[config.mk]
export PLATFORM = sky130hd
export DESIGN_NAME = sr_ff_ctrl
export DESIGN_NICKNAME = d
export VERILOG_FILES = /design/src/rtl/sr_ctrl_pkg.sv /design/src/rtl/rr_arbiter.sv /design/src/rtl/sr_ff_ctrl.sv
export SDC_FILE = /design/constraint.sdc
export NUM_CORES = 1
export LEC_CHECK = 0
export ABC_AREA = 1
export CAP_MARGIN = 20
export CELL_PAD_IN_SITES_DETAIL_PLACEMENT = 0
export CELL_PAD_IN_SITES_GLOBAL_PLACEMENT = 1
export CORE_MARGIN = 2
export CORE_UTILIZATION = 30
export CTS_CLUSTER_SIZE = 40
export DETAILED_ROUTE_END_ITERATION = 7
export GPL_ROUTABILITY_DRIVEN = 0
export HOLD_SLACK_MARGIN = 0.03
export PLACE_DENSITY = 0.7
export SLEW_MARGIN = 15
export SYNTH_ARGS = -nofsm -noshare
export SYNTH_HDL_FRONTEND = slang
export SYNTH_SLANG_ARGS = --single-unit
[constraint.sdc]
create_clock -name clk -period 2.5 [get_ports clk]
set_input_delay 0.5 -clock clk [delete_from_list [all_inputs] [get_ports clk]]
set_output_delay 0.5 -clock clk [all_outputs]
set_load 0.1 [all_outputs]
[src/rtl/sr_ctrl_pkg.sv]
// Shared encodings for the sr_ff arbitrated sequencer.
package sr_ctrl_pkg;

  localparam logic [1:0] ST_IDLE  = 2'd0;
  localparam logic [1:0] ST_DRIVE = 2'd1;
  localparam logic [1:0] ST_CHECK = 2'd2;
  localparam logic [1:0] ST_DONE  = 2'd3;

  localparam logic OP_SET   = 1'b1;
  localparam logic OP_RESET = 1'b0;

  typedef enum logic [1:0] {
    IDLE  = ST_IDLE,
    DRIVE = ST_DRIVE,
    CHECK = ST_CHECK,
    DONE  = ST_DONE
  } state_t;

endpackage

[src/rtl/rr_arbiter.sv]
// Combinational round-robin pick: first set req bit at or after ptr, wrapping.
// Zero latency; no backpressure, grant is valid only while vld is high.
module rr_arbiter #(
  parameter  int NUM_REQ = 4,
  localparam int IW      = $clog2(NUM_REQ)
) (
  input  logic [NUM_REQ-1:0] req,
  input  logic [IW-1:0]      ptr,
  output logic [NUM_REQ-1:0] gnt,
  output logic [IW-1:0]      gnt_idx,
  output logic               vld
);

  localparam int SW = IW + 1;

  logic [SW-1:0] pos;

  always_comb begin
    gnt     = '0;
    gnt_idx = '0;
    vld     = 1'b0;
    pos     = '0;
    for (int i = 0; i < NUM_REQ; i++) begin
      // ptr and i are both below NUM_REQ, so one subtraction wraps the sum
      pos = {1'b0, ptr} + SW'(i);
      if (pos >= SW'(NUM_REQ)) pos = pos - SW'(NUM_REQ);
      if (!vld && req[pos[IW-1:0]]) begin
        vld                = 1'b1;
        gnt_idx            = pos[IW-1:0];
        gnt[pos[IW-1:0]]   = 1'b1;
      end
    end
  end

endmodule

[src/rtl/sr_ff_ctrl.sv]
// Round-robin sequencer sharing one sr_ff: drives one S/R pulse per grant, verifies Q, retries, acks.
// Ack 3 cycles after req is seen (+2 per retry); waiting requesters simply hold req.
module sr_ff_ctrl
  import sr_ctrl_pkg::*;
#(
  parameter  int NUM_REQ   = 4,
  parameter  int MAX_RETRY = 2,
  localparam int IW        = $clog2(NUM_REQ)
) (
  input  logic               clk,
  input  logic               rst,
  input  logic [NUM_REQ-1:0] req,
  input  logic [NUM_REQ-1:0] op,
  output logic [NUM_REQ-1:0] ack,
  output logic               err,
  output logic               S,
  output logic               R,
  input  logic               Q,
  output logic               busy,
  output logic [IW-1:0]      grant_id
);

  localparam logic [2:0] MAX_R = 3'(MAX_RETRY);

  state_t               state, state_nxt;
  logic [IW-1:0]        rr_ptr, rr_ptr_nxt, grant_id_nxt;
  logic                 lat_op, lat_op_nxt;
  logic [2:0]           retry_cnt, retry_cnt_nxt;
  logic                 s_nxt, r_nxt, err_nxt, busy_nxt;
  logic [NUM_REQ-1:0]   ack_nxt;

  logic [NUM_REQ-1:0]   arb_gnt;
  logic [IW-1:0]        arb_idx;
  logic                 arb_vld;
  logic                 sel_op;

  rr_arbiter #(.NUM_REQ(NUM_REQ)) u_arb (
    .req     (req),
    .ptr     (rr_ptr),
    .gnt     (arb_gnt),
    .gnt_idx (arb_idx),
    .vld     (arb_vld)
  );

  assign sel_op = |(op & arb_gnt);

  // Outputs are computed from the next state so S/R and ack are clean registered pulses
  always_comb begin
    state_nxt     = state;
    rr_ptr_nxt    = rr_ptr;
    grant_id_nxt  = grant_id;
    lat_op_nxt    = lat_op;
    retry_cnt_nxt = retry_cnt;
    s_nxt         = 1'b0;
    r_nxt         = 1'b0;
    ack_nxt       = '0;
    err_nxt       = 1'b0;
    case (state)
      IDLE: begin
        if (arb_vld) begin
          grant_id_nxt  = arb_idx;
          lat_op_nxt    = sel_op;
          retry_cnt_nxt = '0;
          state_nxt     = DRIVE;
          s_nxt         = (sel_op == OP_SET);
          r_nxt         = (sel_op == OP_RESET);
        end
      end
      DRIVE: begin
        state_nxt = CHECK;
      end
      CHECK: begin
        if (Q == lat_op) begin
          state_nxt         = DONE;
          ack_nxt[grant_id] = 1'b1;
        end else if (retry_cnt < MAX_R) begin
          retry_cnt_nxt = retry_cnt + 3'd1;
          state_nxt     = DRIVE;
          s_nxt         = (lat_op == OP_SET);
          r_nxt         = (lat_op == OP_RESET);
        end else begin
          state_nxt         = DONE;
          ack_nxt[grant_id] = 1'b1;
          err_nxt           = 1'b1;
        end
      end
      DONE: begin
        state_nxt  = IDLE;
        rr_ptr_nxt = (grant_id == IW'(NUM_REQ - 1)) ? '0 : grant_id + IW'(1);
      end
      default: state_nxt = IDLE;
    endcase
    busy_nxt = (state_nxt != IDLE);
  end

  always_ff @(posedge clk or posedge rst) begin
    if (rst) begin
      state     <= IDLE;
      rr_ptr    <= '0;
      grant_id  <= '0;
      lat_op    <= 1'b0;
      retry_cnt <= '0;
      S         <= 1'b0;
      R         <= 1'b0;
      ack       <= '0;
      err       <= 1'b0;
      busy      <= 1'b0;
    end else begin
      state     <= state_nxt;
      rr_ptr    <= rr_ptr_nxt;
      grant_id  <= grant_id_nxt;
      lat_op    <= lat_op_nxt;
      retry_cnt <= retry_cnt_nxt;
      S         <= s_nxt;
      R         <= r_nxt;
      ack       <= ack_nxt;
      err       <= err_nxt;
      busy      <= busy_nxt;
    end
  end

endmodule

# ---- Word-level counts from Yosys, hierarchy flattened
# Index checks and enable logic that the tools add are counted.
dict set report totals {
  register_bits 18
  elab_cells 122
  in_bits 11
}
dict set report op_classes {
  addsub 9
  reduce_logical 17
  eq_ne 8
  n_mux 57
  bitwise_logic 6
  order_cmp 15
}
# operator count
set ops {}
lappend ops {{$mux W4} 7}
lappend ops {{$mux W2} 12}
lappend ops {{$mux W1} 22}
lappend ops {{$lt A2 B3 Y1 const B} 5}
lappend ops {{$or A4 B4 Y4} 3}
lappend ops {{$demux W1 S2} 5}
lappend ops {{$ge A2 B1 Y1 const B} 5}
lappend ops {{$ge A3 B3 Y1 const B} 3}
lappend ops {{$mux W3} 3}
lappend ops {{$bmux W1 S2} 4}
lappend ops {{$logic_and A1 B1 Y1} 8}
lappend ops {{$pmux W2 S4} 1}
lappend ops {{$sub A2 B1 Y2 const B} 4}
lappend ops {{$add A2 B2 Y3 const B} 2}
lappend ops {{$eq A2 B2 Y1 const B} 3}
lappend ops {{$ne A2 B2 Y1 const B} 3}
lappend ops {{$pmux W3 S2} 1}
lappend ops {{$and A4 B4 Y4} 1}
lappend ops {{$pmux W1 S2} 2}
lappend ops {{$reduce_and A4 Y1} 1}
lappend ops {{$reduce_bool A2 Y1} 2}
lappend ops {{$reduce_or A4 Y1} 1}
lappend ops {{$add A2 B1 Y3 const B} 1}
lappend ops {{$add A3 B1 Y3 const B} 1}
lappend ops {{9 further kinds} 12}

# ---- Logic depth before layout (Yosys ltp)
# Gate-level depths: netlist (run 1).
dict set report logic_depth {
  ltp_word 19
  mapped_depth 15
}

# ---- Hierarchy
# From an unflattened synthesis (run 1), not the netlist that was laid out.
dict set report unflattened {
  cells_unflattened 170
  hier_area_um2 1286.2
}
# module cells_each area_per_inst_um2 n_inst
set modules_own_cells {}
lappend modules_own_cells {sr_ff_ctrl 96 845.8 1}
lappend modules_own_cells {rr_arbiter 74 440.4 1}

# ---- Worst setup path before layout (run 1)
# OpenSTA, ideal clock, no wires.
dict set report synth_timing {
  kind {reg2reg}
  from {register rr_ptr[1]}
  to {register R}
  path_stages_with_launch 15
  setup_ps 116
  slack_ps 552
  required_time_ps 2384
  arrival_time_ps 1832
  cell_sequence {dfrtp_1 -> inv_1 -> ha_1 -> inv_1 -> nand3_1 -> nand2_2 -> nand3_2 -> nor2_4 -> nand2_1 -> nand3_1 -> nand2_1 -> nand2_2 -> nor2_1 -> nand2_1 -> nand2_1}
}
dict set report synth_between {
  elab_chain_cells 19
}
# element line_no
set synth_rtl {}
lappend synth_rtl {{from (decl)} sr_ff_ctrl.sv:26} ;# logic [IW-1:0] rr_ptr, rr_ptr_nxt, grant_id_nxt;
lappend synth_rtl {{from (signal assigned)} sr_ff_ctrl.sv:110} ;# rr_ptr <= rr_ptr_nxt;
lappend synth_rtl {{branches (longest 17 deep; another with $add A2 B1 Y3)} n/a}
lappend synth_rtl {{$mux W1 (*)} sr_ff_ctrl.sv:60} ;# if (arb_vld) begin
lappend synth_rtl {{$pmux W1 S2 (*)} sr_ff_ctrl.sv:58} ;# case (state)
lappend synth_rtl {{via r_nxt} sr_ff_ctrl.sv:29} ;# logic s_nxt, r_nxt, err_nxt, busy_nxt;
lappend synth_rtl {{to (signal assigned)} sr_ff_ctrl.sv:115} ;# R <= r_nxt;
lappend synth_rtl {{to (decl)} sr_ff_ctrl.sv:17} ;# output logic R,
# Mark *: on every way through the listed nets, which the timed path passes. The select of a mux whose other input is x is not followed.
# A chain may end at the register's enable or synchronous reset.

# ---- Final worst setup path (run 1)
dict set report layout_timing {
  from {register rr_ptr[0]}
  to {register R}
}
# The elaborated chain is that of the path after synthesis.

==> results of run 1 <==
-- worst max-delay path by stage --
| stage | start | end | slack, ns | cells after the start |
|---|---|---|---|---|
| floorplan | rr_ptr[1] | R | 0.55 | 14 |
| global placement | req[1] | lat_op | 0.30 | 12 |
| detailed placement | req[3] | lat_op | 0.28 | 12 |
| CTS | rr_ptr[0] | R | 0.48 | 14 |
| global route | rr_ptr[0] | R | 0.28 | 14 |
| finish | rr_ptr[0] | R | 0.49 | 14 |
-- critical path: cells and delay by family, from the launching register on --
family                     cells  cell delay [ns]
and+or+nand+nor               11             0.93
DFF                            1             0.43
adders and majority gates      1             0.35
buffers and inverters          2             0.20
-- cell type report --
cell class	count	area, µm²	area share
clock buffers	4	55.1	0.0342
flip-flops and latches	18	450	0.280
well taps	50	62.6	0.0388
repair buffers	24	205	0.127
inverters	23	91.3	0.0567
multi-input cells	120	747	0.464
-- power by group --
part | leakage (nW) | switching, W | internal (W)
combinational | 0.575 | 0.00111 | 0.000474
clock | 0.0288 | 0.0000958 | 0.000140
sequential | 0.234 | 0.0000695 | 0.000388
-- per-stage QoR --
stage               cells  total power [W]  worst slack (ns)   util
floorplan             162          0.00171             0.552      -
global placement      235          0.00205             0.298  0.381
detailed placement    235          0.00206             0.280  0.381
CTS                   239          0.00230             0.482  0.394
global route          239          0.00251             0.281  0.394
finish                239          0.00228             0.493  0.394
-- synthesized netlist by cell type --
library cell / n / area share
nor2_1: 7 / 0.020
nand3_2: 2 / 0.015
o21ai_1: 1 / 0.0038
a21oi_2: 2 / 0.013
nor2_2: 1 / 0.0048
inv_6: 1 / 0.0067
inv_2: 2 / 0.0058
a21boi_1: 2 / 0.012
dfrtp_1: 18 / 0.35
ha_1: 13 / 0.13
o21ai_2: 1 / 0.0067
o31ai_1: 1 / 0.0058
xnor2_1: 1 / 0.0067
nand2_4: 4 / 0.035
nand3_1: 17 / 0.065
o21ai_0: 6 / 0.023
a21boi_0: 2 / 0.012
inv_1: 20 / 0.058
nand4_1: 5 / 0.024
nand3_4: 1 / 0.013
nor2_4: 3 / 0.026
nand2_1: 41 / 0.12
nor3_1: 4 / 0.015
or2_2: 1 / 0.0048
buf_6: 1 / 0.0087
o22ai_1: 1 / 0.0048
nand2_2: 4 / 0.019
-- registers in the layout (all words and copies together) (netlist names) --
signal / count
err: 1
ack: 4
state: 2
R: 1
grant_id: 2
rr_ptr: 2
lat_op: 1
retry_cnt: 3
busy: 1
S: 1
-- routing by layer --
layer,part of all wire,vias up,wire length [µm]
li1,-,577,-
met1,0.47,514,1290
met2,0.49,16,1340
met3,0.023,5,62
met4,0.013,0,36
met5,0,-,0
-- logic make-up after synthesis --
group,Yosys count,share of synthesized area
buffers and inverters,24,0.0789
DFF,18,0.346
AOI/OAI and AO/OA,16,0.0808
xor gates and xnor gates,1,0.00674
and+or+nand+nor,90,0.362
adders and majority gates,13,0.125
==> metrics, run 1 <==
status=finished, final reports clean; DRC=0; most frequent CP cell=nand2_1; Worst path slowest cell=dfrtp_1; crit path DAT=roughly 2.2 ns; DP Area=~1600 µm²; M3 GR Usage=0.0189; Pwr per Cell Area=roughly 1400 nW/µm²; Hold EP=busy; Hold Fails Final Rpt=0; Pleak=about 0.84 nW; CTS buffer count=3; critical path capture point type=register; CTS max path bufs=2; Die Y=between 60 and 70 µm; Data required, critical path=around 2.6 ns; library cells used by synthesis=27; # fillers=419; Worst-Skew Late Latency=between 0.2 and 0.3 ns; Seq/Total Area, Yosys=0.346; Final TNS setup=0 ns; gr usage total=0.125; cts hold-fix bufs=0; DRT Pass-1 Iters=4; syn_area_per_cell=approximately 8 µm²; vias in the first global route=around 1,100; slowest stage delay, CP=0.43 ns; critical path peak fanout=5; Hold Path Origin=state[1]; hold_ws=roughly 0.5 ns; Layout Skew=roughly 0.003 ns; root buf cell=clkbuf_8; floorplan core area=around 4100 µm²; number of vias per cell=around 4.7; initial antenna violation count=0; H-tree depth=1; busiest metal layer after global routing=met2; Initial Util=0.318; FF+latch count, synth=18; n_diodes=0; post-cts gate resize count=0; met2 GRT Util=0.214; Final ANT Viol Nets=0; share of layout cells above drive strength 1=0.212; fin area=~1600 µm²; row cnt=23; Die X-Extent=69.8 µm; Pins Over Slew Limit=0; most frequent cells in the layout=nand2_1, inv_1, dfrtp_1; IO Port Bufs=20; largest net degree at the start of global routing=19; R2R cell count=14; slew of the pin with the lowest slew margin=0.669 ns; Tcrit/Tclk final=0.803; Setup CP Type=register to register; reg2reg end=R; Synth Instances=roughly 160; Synth Warn #=0; DR iter-0 viols=35; HPWL Detailed=around 2200 µm; first-pass GRT wire length=approximately 5000 µm; clock slew at reported path FFs=approximately 0.07 ns; CTS tree=yes; crit path cell chain=inv_6 > ha_1 > inv_1 > nand3_1 > nand2_2 > nand3_2 > nor2_4 > nand2_1 > nand3_1 > nand2_1 > nand2_2 > nor2_1 > nand2_1 > nand2_1; drt total wl=about 2700 µm; via count=roughly 1,100; Net count, final=between 200 and 250; total gr overflow=0; Sink Count=18; Worst R2R Setup Slack=~0.49 ns; die area=between 4000 and 5000 µm²; met1 Use GR=0.160; hold depth=1; fmax=498 MHz; Setup Fix Bufs, Post-CTS=0; R2R Path Start=rr_ptr[0]; max-cap violations=0; slew margin rel.=0.554; maximum VDD drop=between 400 and 500 µV; top-level I/O count=21; Syn Nets=186; Final setup viols=0; Tmin final=around 2.0 ns; startpoint types=register; WL per Instance=roughly 11 µm; mapped cell area=between 1000 and 1500 µm²; Hold Crit Class=register to register; Area Growth Syn to Fin=24.0%; commonest non-fill, non-tap cell in the layout=nand2_1; unrepaired setup endpoints after global routing=false
(Power assumes the default switching activity.)
==> run 2, diff against run 1 <==
--- a/config.mk
+++ b/config.mk
@@ -15,7 +15,7 @@
 export DETAILED_ROUTE_END_ITERATION = 7
 export GPL_ROUTABILITY_DRIVEN = 0
 export HOLD_SLACK_MARGIN = 0.03
-export PLACE_DENSITY = 0.7
+export PLACE_DENSITY = 0.73
 export SLEW_MARGIN = 15
 export SYNTH_ARGS = -nofsm -noshare
 export SYNTH_HDL_FRONTEND = slang
==> constraint.sdc (replaced) <==
create_clock -name clk -period 1.8 [get_ports clk]
set_input_delay 0.36 -clock clk [delete_from_list [all_inputs] [get_ports clk]]
set_output_delay 0.36 -clock clk [all_outputs]
set_load 0.1 [all_outputs]
==> run 2 against run 1 <==
Compared with the run above:
- die area unchanged
- critical path depth decreased by 2
- setup slack got worse by 0.45 ns
- global-route usage decreased by 1.0 points
- power increased by 62%
- largest cell class unchanged
- design area increased by 16%
- highest routed layer unchanged
==> metrics, run 2 (synthesis results as in run 1) <==
status=finished, final reports clean; DR iter-0 viols=32; cts hold-fix bufs=0; slew of the pin with the lowest slew margin=about 0.31 ns; Seq pwr share=0.184; R2R cell count=12; via count=between 1,000 and 1,500; max-cap violations=0; H-tree depth=1; hold_ws=between 0.4 and 0.5 ns; Placement Setup Slack=-0.218 ns; Layout Skew=around 0.00076 ns; Hold Crit Class=input pin to async pin; slew margin rel.=0.794; Tmin final=1.75 ns; Top reg by flops=ack; Pint=roughly 0.0018 W; HPWL Detailed=about 2300 µm; floorplan core area=~4000 µm²; largest net degree at the start of global routing=19; drt total wl=between 2000 and 3000 µm; crit path DAT=around 1.9 ns; Initial Util=0.318; Largest regs=ack: 4 flops, retry_cnt: 3 flops; vias in the first global route=around 1,100; Worst R2R Setup Slack=0.05 ns; Hold Fails Final Rpt=0; Pwr per Cell Area=just under 2000 nW/µm²; Net count, final=around 220; number of vias per cell=roughly 4.6; WL per Instance=between 10 and 15 µm; R2R Path Start=rr_ptr[0]; Net Sw Power=0.00191 W; IO Port Bufs=20; maximum VDD drop=about 750 µV; top-level I/O count=21; die area=between 4000 and 5000 µm²; clock slew at reported path FFs=approximately 0.070 ns; Pins Over Slew Limit=0; n_diodes=0; startpoint types=register; most frequent cells in the layout=nand2_1, inv_1, dfrtp_1; row cnt=23; Final WS setup=between 0.04 and 0.05 ns; placed instance count=242; share of power burned in the clock network=0.088; commonest non-fill, non-tap cell in the layout=nand2_1; CTS max path bufs=2; Area Growth Syn to Fin=43.5%; Sink Count=18; non-filler instance count after layout=~250; Die Y=69.8 µm; DRC=0; fmax=570 MHz; unrepaired setup endpoints after global routing=true; share of layout cells above drive strength 1=0.308; Tcrit/Tclk final=0.974; DP Area=1750 µm²; critical path peak fanout=5; # fillers=around 400; Final setup viols=0; reg2reg end=lat_op; Data required, critical path=about 1.9 ns; initial antenna violation count=0; Pleak=roughly 0.92 nW; DRT Pass-1 Iters=4; Final Util=0.457; max FFs per register=4; switch share=0.519; fin area=1870 µm²; Die X-Extent=69.8 µm; first-pass GRT wire length=4670 µm; Final ANT Viol Nets=0; total gr overflow=0; gr usage total=0.115; Worst-Skew Late Latency=around 0.25 ns; Setup CP Type=register to register; CTS tree=yes; CTS buffer count=3; combinational cell fraction of total power=0.728; root buf cell=clkbuf_8; critical path capture point type=register
## run 2: cell types whose count changed in the layout (fill, tap and decap cells not counted), moves of 3 or more
cell,before,now
buf_12,0,10
buf_4,14,11
nand2_1,41,38
nand2_2,4,7
nand3_1,17,14
## run 2: worst max path at each step
| stage | end | slack (ns) | from | depth (start not counted) |
|---|---|---|---|---|
| 6_report | lat_op | 0.05 | rr_ptr[0] | 12 |
| 4_1_cts | lat_op | 0.01 | rr_ptr[0] | 11 |
| 3_3_place_gp | S | -0.14 | req[3] | 12 |
| 2_1_floorplan | R | -0.001 | rr_ptr[0] | 15 |
| 5_1_grt | S | -0.08 | rr_ptr[0] | 12 |
| 3_5_place_dp | lat_op | -0.22 | req[3] | 12 |
## run 2: what timing repair did
item	CTS	global route
cloned	0	0
setup endpoints to repair	2	7
resized for setup	1	11
setup buffers	0	2
pin swaps	0	6
## run 2: per-layer routing
layer,global-route usage,vias up,share of wire
met4,0.0385,0,0.0089
met1,0.130,518,0.43
met2,0.219,21,0.53
li1,-,594,-
met3,0.0131,4,0.030
met5,0,-,0
## run 2: per-stage QoR
step | power, W | setup TNS, ns
after floorplan | 0.00242 | -0.00107
after global placement | 0.00317 | -0.823
after detailed placement | 0.00322 | -1.21
after CTS | 0.00356 | 0
after global routing | 0.00397 | -0.297
final | 0.00369 | 0
## run 2: area by class of cell
type,count,area [µm²],area share
sequential,18,453,0.243
multi-input combinational,120,793,0.425
clock buffer,4,55.1,0.0295
inverter,23,96.3,0.0516
tap,50,62.6,0.0335
timing repair buffer,33,405,0.217
## run 2: power groups by stage
stage               clock network [W]  logic (W)  registers [W]
CTS                          0.000334    0.00254       0.000679
floorplan                           0    0.00134        0.00108
finish                       0.000326    0.00269       0.000678
global placement                    0    0.00249       0.000679
detailed placement                  0    0.00254       0.000681
global route                 0.000349    0.00292       0.000697
## run 2: worst max-delay path: stages (launching register included)
cell and delay [ns]:
dfrtp_2 0.45, inv_8 0.07, ha_4 0.21, inv_4 0.08
nand3_2 0.08, nand2_2 0.11, nor2_4 0.07, a21boi_1 0.13
nand3_1 0.08, nand2_1 0.08, nand2_2 0.06, o21ai_2 0.15
nand2_1 0.07
==> run 3, diff against run 2 <==
--- a/config.mk
+++ b/config.mk
@@ -10,12 +10,12 @@
 export CELL_PAD_IN_SITES_DETAIL_PLACEMENT = 0
 export CELL_PAD_IN_SITES_GLOBAL_PLACEMENT = 1
 export CORE_MARGIN = 2
-export CORE_UTILIZATION = 30
+export CORE_UTILIZATION = 35
 export CTS_CLUSTER_SIZE = 40
 export DETAILED_ROUTE_END_ITERATION = 7
 export GPL_ROUTABILITY_DRIVEN = 0
 export HOLD_SLACK_MARGIN = 0.03
-export PLACE_DENSITY = 0.73
+export PLACE_DENSITY = 0.82
 export SLEW_MARGIN = 15
 export SYNTH_ARGS = -nofsm -noshare
 export SYNTH_HDL_FRONTEND = slang
==> run 3 against run 2 <==
Compared with the run above:
- design area is 1.5% higher
- critical path depth is 1 higher
- worst hold slack worse by 0.065 ns
- via count is 1.6% higher
- flip-flop and latch count stayed put
- first-iteration DRC count is 28% higher
- wire length is 2.6% lower
- clock power hardly changed
- register-to-register slack hardly changed
- die area is 13% lower
- non-clock buffer count is 1 lower
- critical endpoint is now R
- largest cell class unchanged
==> metrics, run 3 (synthesis results as in run 1) <==
status=finished, final reports clean; switch share=0.524; Pwr per Cell Area=around 2000 nW/µm²; Die X-Extent=around 65 µm; critical path capture point type=register; cts hold-fix bufs=0; n_diodes=0; Setup CP Type=register to register; vias in the first global route=between 1,000 and 1,500; maximum VDD drop=about 820 µV; CTS tree=yes; startpoint types=register; most frequent cells in the layout=nand2_1, inv_1, dfrtp_1; Largest regs=ack: 4 flops, retry_cnt: 3 flops; Top reg by flops=ack; Area Growth Syn to Fin=45.6%; top-level I/O count=21; Tcrit/Tclk final=0.972; CTS buffer count=3; drt total wl=2720 µm; reg2reg end=R; max-cap violations=0; H-tree depth=1; Final ANT Viol Nets=0; slew of the pin with the lowest slew margin=roughly 0.36 ns; Final setup viols=0; IO Port Bufs=20; CTS max path bufs=2; R2R Path Start=rr_ptr[0]; largest net degree at the start of global routing=12; Data required, critical path=a little under 2 ns; Initial Util=0.361; critical path peak fanout=5; Sink Count=18; initial antenna violation count=0; fin area=1890 µm²; Die Y=64.9 µm; Pins Over Slew Limit=0; Net Sw Power=approximately 0.0020 W; Pint=around 0.0018 W; Net count, final=222; commonest non-fill, non-tap cell in the layout=nand2_1; Worst-Skew Late Latency=around 0.25 ns; clock slew at reported path FFs=about 0.070 ns; unrepaired setup endpoints after global routing=true; WL per Instance=about 11 µm; Layout Skew=between 0.0015 and 0.002 ns; share of layout cells above drive strength 1=0.325; hold_ws=around 0.36 ns; Hold Fails Final Rpt=0; die area=approximately 4200 µm²; crit path DAT=1.89 ns; total gr overflow=0; via count=between 1,000 and 1,500; Pleak=roughly 0.93 nW; row cnt=22; Worst R2R Setup Slack=around 0.05 ns; Hold Crit Class=input pin to async pin; DRT Pass-1 Iters=4; Seq pwr share=0.179; DRC=0; Tmin final=approximately 1.7 ns; R2R cell count=13; HPWL Detailed=~2100 µm; most frequent CP cell=nand2_1; floorplan core area=roughly 3600 µm²; max FFs per register=4; slowest stage delay, CP=0.43 ns; Worst path slowest cell=dfrtp_2; number of vias per cell=4.71; DP Area=~1700 µm²; fmax=572 MHz; first-pass GRT wire length=between 4000 and 5000 µm; share of power burned in the clock network=0.086; slew margin rel.=0.761; gr usage total=0.138; root buf cell=clkbuf_8; combinational cell fraction of total power=0.735; DR iter-0 viols=between 40 and 50; crit path cell chain=inv_8 > ha_4 > nand3_2 > nand2_4 > nand3_4 > nor2_4 > nand2_1 > nand3_1 > nand2_1 > nand2_2 > nor2_2 > nand2_1 > nand2_1
## run 3: changes by cell type in the layout (fill, tap and decap cells not counted), sizes merged
cell / change
buf: -1
## run 3: area by class of cell
cell class | instances | area [µm²]
fill | 343 | 1710
timing repair buffer | 32 | 398
multi-input combinational | 120 | 828
sequential | 18 | 453
clock buffer | 4 | 55.1
inverter | 23 | 98.8
tap | 48 | 60.1
## run 3: worst max path at each step
stage | start | end | slack [ns] | cells after the start
2_1_floorplan | rr_ptr[0] | R | -0.001 | 15
3_3_place_gp | req[3] | lat_op | -0.15 | 12
3_5_place_dp | req[1] | lat_op | -0.22 | 12
4_1_cts | rr_ptr[0] | grant_id[1] | 0.02 | 11
5_1_grt | rr_ptr[0] | R | -0.09 | 14
6_report | rr_ptr[0] | R | 0.05 | 13
## run 3: layer usage
layer | up-vias | share of wire | global-route usage
li1 | 592 | - | -
met3 | 4 | 0.033 | 0.0191
met4 | 0 | 0.013 | 0.0559
met5 | - | 0 | 0
met1 | 540 | 0.43 | 0.151
met2 | 19 | 0.53 | 0.264
## run 3: power by group through the flow
stage | registers (W) | logic [W] | clock network [W]
6_report | 0.000679 | 0.00279 | 0.000325
5_1_grt | 0.000699 | 0.00302 | 0.000353
4_1_cts | 0.000679 | 0.00251 | 0.000336
3_5_place_dp | 0.000680 | 0.00251 | 0
3_3_place_gp | 0.000680 | 0.00246 | 0
2_1_floorplan | 0.00108 | 0.00134 | 0
## run 3: critical path: cells and delay by family (launching register included)
| family | cells | cell delay [ns] |
|---|---|---|
| buffers and inverters | 1 | 0.04 |
| adder cells (fa/ha/maj) | 1 | 0.30 |
| AND/OR/NAND/NOR | 11 | 0.87 |
| flip-flops | 1 | 0.43 |
## run 3: metrics by stage
step / utilization / total power [W] / setup WS [ns] / TNS [ns] / instances
2_1_floorplan: - / 0.00242 / -0.00107 / -0.00107 / 162
3_3_place_gp: 0.483 / 0.00314 / -0.152 / -0.923 / 239
3_5_place_dp: 0.483 / 0.00319 / -0.216 / -1.29 / 239
4_1_cts: 0.498 / 0.00352 / 0.0198 / 0 / 243
5_1_grt: 0.525 / 0.00407 / -0.0866 / -0.252 / 245
6_report: 0.525 / 0.00380 / 0.0509 / 0 / 245
## run 3: repair_timing
item	4_1_cts	5_1_grt
gates resized for setup	1	20
cloned	0	0
setup endpoints to repair	1	9
buffers inserted	0	2
pin swaps	0	11
